## src/rtl/pwm_pr_demod.sv

```systemverilog
// pwm_pr_demod: receiver for a bit-reversed-counter PWM stream.
// It counts the ones in the stream over fixed windows of `period` clocks.
// Each completed window is handed downstream as the recovered duty value
// through a valid/ready handshake.
module pwm_pr_demod #(
   parameter int period      = 16,
   parameter int sync_stages = 2
) (
   input  logic                       clk,
   input  logic                       rst_n,
   input  logic                       in,
   output logic [$clog2(period)-1:0]  out,
   output logic                       valid,
   input  logic                       ready,
   output logic                       sat,
   output logic                       ovf
);

   localparam int n = $clog2(period);

   // The last window slot doubles as the saturated result, because the
   // modulator can never legitimately produce more than period-1 ones.
   localparam logic [n-1:0] wcnt_last  = (n)'(period - 1);
   localparam logic [n-1:0] wcnt_one   = (n)'(1);
   localparam logic [n:0]   full_count = (n + 1)'(period);

   logic s;

   // The input may come from another board, so it is retimed unless the
   // stream is already known to be in this clock domain.
   generate
      if (sync_stages == 0) begin : g_nosync
         assign s = in;
      end else begin : g_sync
         logic [sync_stages-1:0] sync_q;
         logic [sync_stages-1:0] sync_d;

         // Shift the raw input one stage along the synchronizer chain.
         always_comb begin
            sync_d    = sync_q;
            sync_d[0] = in;
            for (int i = 1; i < sync_stages; i++) begin
               sync_d[i] = sync_q[i-1];
            end
         end

         // Synchronizer flops; cleared on reset so no stale bit leaks into the first window.
         always_ff @(posedge clk) begin
            if (!rst_n) begin
               sync_q <= '0;
            end else begin
               sync_q <= sync_d;
            end
         end

         assign s = sync_q[sync_stages-1];
      end
   endgenerate

   logic [n-1:0] wcnt_q, wcnt_d;
   logic [n:0]   acc_q, acc_d;
   logic [n-1:0] out_q, out_d;
   logic         valid_q, valid_d;
   logic         sat_q, sat_d;
   logic         ovf_q, ovf_d;

   logic         win_close;
   logic [n:0]   total;
   logic         rsat;
   logic [n-1:0] result;

   // Window counting, accumulation and the single-entry output register.
   always_comb begin
      wcnt_d  = wcnt_q + wcnt_one;
      total   = acc_q + {{n{1'b0}}, s};
      rsat    = (total == full_count);
      result  = rsat ? wcnt_last : total[n-1:0];
      win_close = (wcnt_q == wcnt_last);

      acc_d   = (wcnt_q == '0) ? {{n{1'b0}}, s} : total;
      out_d   = out_q;
      valid_d = valid_q;
      sat_d   = sat_q;
      ovf_d   = ovf_q;

      if (valid_q && ready) begin
         valid_d = 1'b0;
      end

      if (win_close) begin
         if (!valid_q || ready) begin
            out_d   = result;
            sat_d   = rsat;
            valid_d = 1'b1;
         end else begin
            ovf_d   = 1'b1;
         end
      end
   end

   // State registers; reset discards any partial window and restarts at slot 0.
   always_ff @(posedge clk) begin
      if (!rst_n) begin
         wcnt_q  <= '0;
         acc_q   <= '0;
         out_q   <= '0;
         valid_q <= 1'b0;
         sat_q   <= 1'b0;
         ovf_q   <= 1'b0;
      end else begin
         wcnt_q  <= wcnt_d;
         acc_q   <= acc_d;
         out_q   <= out_d;
         valid_q <= valid_d;
         sat_q   <= sat_d;
         ovf_q   <= ovf_d;
      end
   end

   assign out   = out_q;
   assign valid = valid_q;
   assign sat   = sat_q;
   assign ovf   = ovf_q;

endmodule

```

## config.mk

```make
export PLATFORM = sky130hd
export DESIGN_NAME = pwm_pr_demod
export DESIGN_NICKNAME = d
export VERILOG_FILES = /design/src/rtl/pwm_pr_demod.sv
export SDC_FILE = /design/constraint.sdc
export NUM_CORES = 1
export LEC_CHECK = 0
export ABC_AREA = 1
export BUFFER_PORTS_ARGS = -buffer_cell sky130_fd_sc_hd__buf_4
export CAP_MARGIN = 10
export CELL_PAD_IN_SITES_DETAIL_PLACEMENT = 1
export CELL_PAD_IN_SITES_GLOBAL_PLACEMENT = 1
export CORE_MARGIN = 1
export CORE_UTILIZATION = 39
export DETAILED_ROUTE_END_ITERATION = 7
export PLACE_DENSITY_LB_ADDON = 0.05
export SLEW_MARGIN = 10
export SYNTH_ARGS = -nofsm -noshare
export SYNTH_HDL_FRONTEND = slang
export SYNTH_SLANG_ARGS = --single-unit
```

## constraint.sdc

```tcl
create_clock -name clk -period 2.2 [get_ports clk]
set_clock_uncertainty 0.2 [all_clocks]
set_input_delay 0.44 -clock clk [delete_from_list [all_inputs] [get_ports clk]]
set_output_delay 0.44 -clock clk [all_outputs]
set_load 0.1 [all_outputs]
```

==> impl_metrics.yaml <==
global_routing:
  grt_pass1_wl_mm: 2.68
  grt_max_degree: 12
  antenna_found_initial: 0
  grt_pass1_vias: 662
  grt_remaining_overflow: 0
  gr-usage-all-layers_pct: 18.1
setup_path:
  cpPeakStageDelay_ns: 0.34
  cp_top_family: "simple AND/OR/NAND/NOR gates"
  cp_cell_sequence: "ha_1 -> ha_1 -> inv_1 -> nand2_1 -> nand2_1 -> nor2_2 -> nand2_2 -> nor2_2 -> nor2_1 -> nor2_1"
  required_ns: 2.23
  cp-start-kind: "flop"
  crit_type: "flop to flop"
  cp_slowest_cell: "dfxtp_1"
  crit_arrival_ns: 1.75
  reg2reg_depth: 10
  cp_num_cells: 10
  end_kind: "flop"
  worstPathMaxFanout: 4
  worst-path-buf-inv: 1
place:
  dp_hpwl_mm: 1.25
  place_congestion: 0.774
  port_buffers: 10
clock_network:
  post_cts_resized: 0
  post_cts_buffers: 0
  clk_pin_slew_ns: 0.10
  cts_root_buffer: "clkbuf_4"
  clock_latency_ns: 0.28
  cts_max_level: 1
  clock-sinks: 18
  cts_tree: "done"
  clockBufferDepth: 2
  ctsHoldBuffers: 0
  numCtsBuffers: 3
synthesis:
  synthMuxAreaShare_pct: 0
  synth_nets: 112
  yosys.area_share.xor_xnor_pct: 0
  synth-simple-area-share_pct: 28.4
  seq_area_frac_synth_pct: 46.0
  ys_types: 16
  netlist.top_cell.by_area: "dfxtp_1"
  yosysWarningCount: 0
  netlist_top_cells_area: "dfxtp_1, nand2_1, inv_1, nor2_1, ha_1"
  ys_ff_latch: 18
  synth_compound_area_share_pct: 9.11
  netlist.area_leader.share_pct: 46.0
  synthTopCellsByCount: "nand2_1, dfxtp_1, inv_1, nor2_1, a21oi_1"
  postSynthAreaPerCell_sq_um: 7.53
  synth_edf_count: 0
  synth_area_sq_um: 783
  synth_flop_cell: "dfxtp_1"
  ys_async_sr_fraction_pct: 0
  synth.most_common_cell: "nand2_1"
  postSynthCellCount: 104
  synth_top_family_by_area: "simple AND/OR/NAND/NOR gates"
  synthAdderAreaFrac_pct: 6.39
route:
  routed_wl_mm: 1.60
  drtIter0Drc: 5
  vias_per_cell: 4.74
  remaining_drc_errors: 0
  antenna_left: 0
  wire_per_inst_um: 11.3
  via_count: 668
  detail_route.first_pass.iterations: 2
layout:
  drive_gt1_share_pct: 18.1
  n_fill_cell: 247
  seqCellArea_sq_um: 360
  multi_input_area_sq_um: 344
  fin_nets: 126
  antenna_cells: 0
  syn_to_final_growth_pct: 15.5
worst_hold_path:
  hold_depth: 3
  hold_class: "primary input to flop"
floorplanning:
  die_x_um: 46.8
  die_y_um: 46.8
  start_util_pct: 43.5
  rows: 15
  fp.dieArea_sq_um: 2190
  ios: 11
  core_area_sq_um: 1800
sta:
  max_slew.worst_pin.slew_ns: 0.272
  hold_violations: 0
  fmax_mhz: 580
  period_share_pct: 78.4
  slew_violations: 0
  slew_headroom_pct: 81.8
  setup_viol: 0
  min_period_ns: 1.72
  rsz0062_at_grt: "false"
  setup_tns_ns: 0
  whs_ns: 0.133
power:
  p_sw_share_pct: 23.4
  p_comb_share_pct: 7.3
  p_sw_uw: 126
  ir_drop_uv: 353
  internal-power_uw: 413
  p_seq_share_pct: 63.1
  clkPwrFrac_pct: 29.6
  p_leak_nw: 0.423
  power_density_nw_per_um2: 596
outcome:
  status: "complete, no violations"
job:
  maxCapViolCount: 0
worst reg2reg max path: stages (launching register included):
cell     delay, ns
dfxtp_1       0.34
ha_1          0.23
ha_1          0.26
inv_1         0.06
nand2_1       0.08
nand2_1       0.10
nor2_2        0.13
nand2_2       0.08
nor2_2        0.10
nor2_1        0.05
nor2_1        0.07
cell type report:
class,instances,area share (%)
Sequential cell,18,39.8
Multi-Input combinational cell,66,38.0
Timing Repair Buffer,10,8.30
Inverter,19,7.88
Tap cell,25,3.46
Clock buffer,3,2.49
per-stage QoR:
stage | power [mW] | setup WS, ns | area (sq um) | cells | utilization [%]
floorplan | 0.376 | 0.236 | 783 | 104 | -
global placement | 0.386 | 0.567 | 882 | 138 | 49.0
detailed placement | 0.388 | 0.500 | 882 | 138 | 49.0
CTS | 0.546 | 0.470 | 905 | 141 | 50.2
global route | 0.569 | 0.314 | 905 | 141 | 50.2
finish | 0.540 | 0.476 | 905 | 141 | 50.2
placed cells by master, fill, tap and decap left out:
cell type  instances
nand2_2            1
nor2_4             1
a31oi_1            1
nand2_1           20
o21ai_0            5
nand3_2            2
a21oi_1            8
inv_2              1
dfxtp_1           18
ha_1               4
buf_4             10
clkbuf_4           3
nor2_2             3
nor2_1            14
inv_1             18
nand4_1            3
nand3_1            4
power groups by stage:
| stage | clock, mW | combinational, mW | sequential (mW) |
|---|---|---|---|
| 2_1_floorplan | 0 | 0.0291 | 0.347 |
| 5_1_grt | 0.180 | 0.0467 | 0.342 |
| 3_3_place_gp | 0 | 0.0382 | 0.348 |
| 4_1_cts | 0.165 | 0.0405 | 0.340 |
| 6_report | 0.160 | 0.0394 | 0.340 |
| 3_5_place_dp | 0 | 0.0403 | 0.348 |
path summary, 6_finish.rpt:
| kind | from | slack, ns | endpoint |
|---|---|---|---|
| worst max-delay path | g_sync.sync_q[1] | 0.48 | sat |
| worst min register to register | g_sync.sync_q[0] | 0.23 | g_sync.sync_q[1] |
| worst max register to register | g_sync.sync_q[1] | 0.48 | sat |
| worst min-delay path | in | 0.13 | g_sync.sync_q[0] |
cell families after synthesis:
logic type               count (synthesis)
AND/OR/NAND/NOR                         48
adder cells (fa/ha/maj)                  4
buffers and inverters                   20
flip-flops                              18
AO/OA/AOI/OAI                           14
flip-flops by register name, indices dropped and copies added (netlist names):
register / cells
acc_q: 5
out: 4
wcnt_q: 4
g_sync.sync_q: 2
ovf: 1
sat: 1
valid: 1
per-layer routing:
layer / GRT usage (%) / wire, um / part of all wire (%) / vias up
met1: 19.4 / 675 / 42 / 313
met3: 3.46 / 25 / 1.6 / 2
met4: 8.57 / 21 / 1.3 / 0
li1: - / - / - / 348
met5: 0 / 0 / 0 / -
met2: 33.6 / 875 / 55 / 5
(Power assumes the default switching activity.)
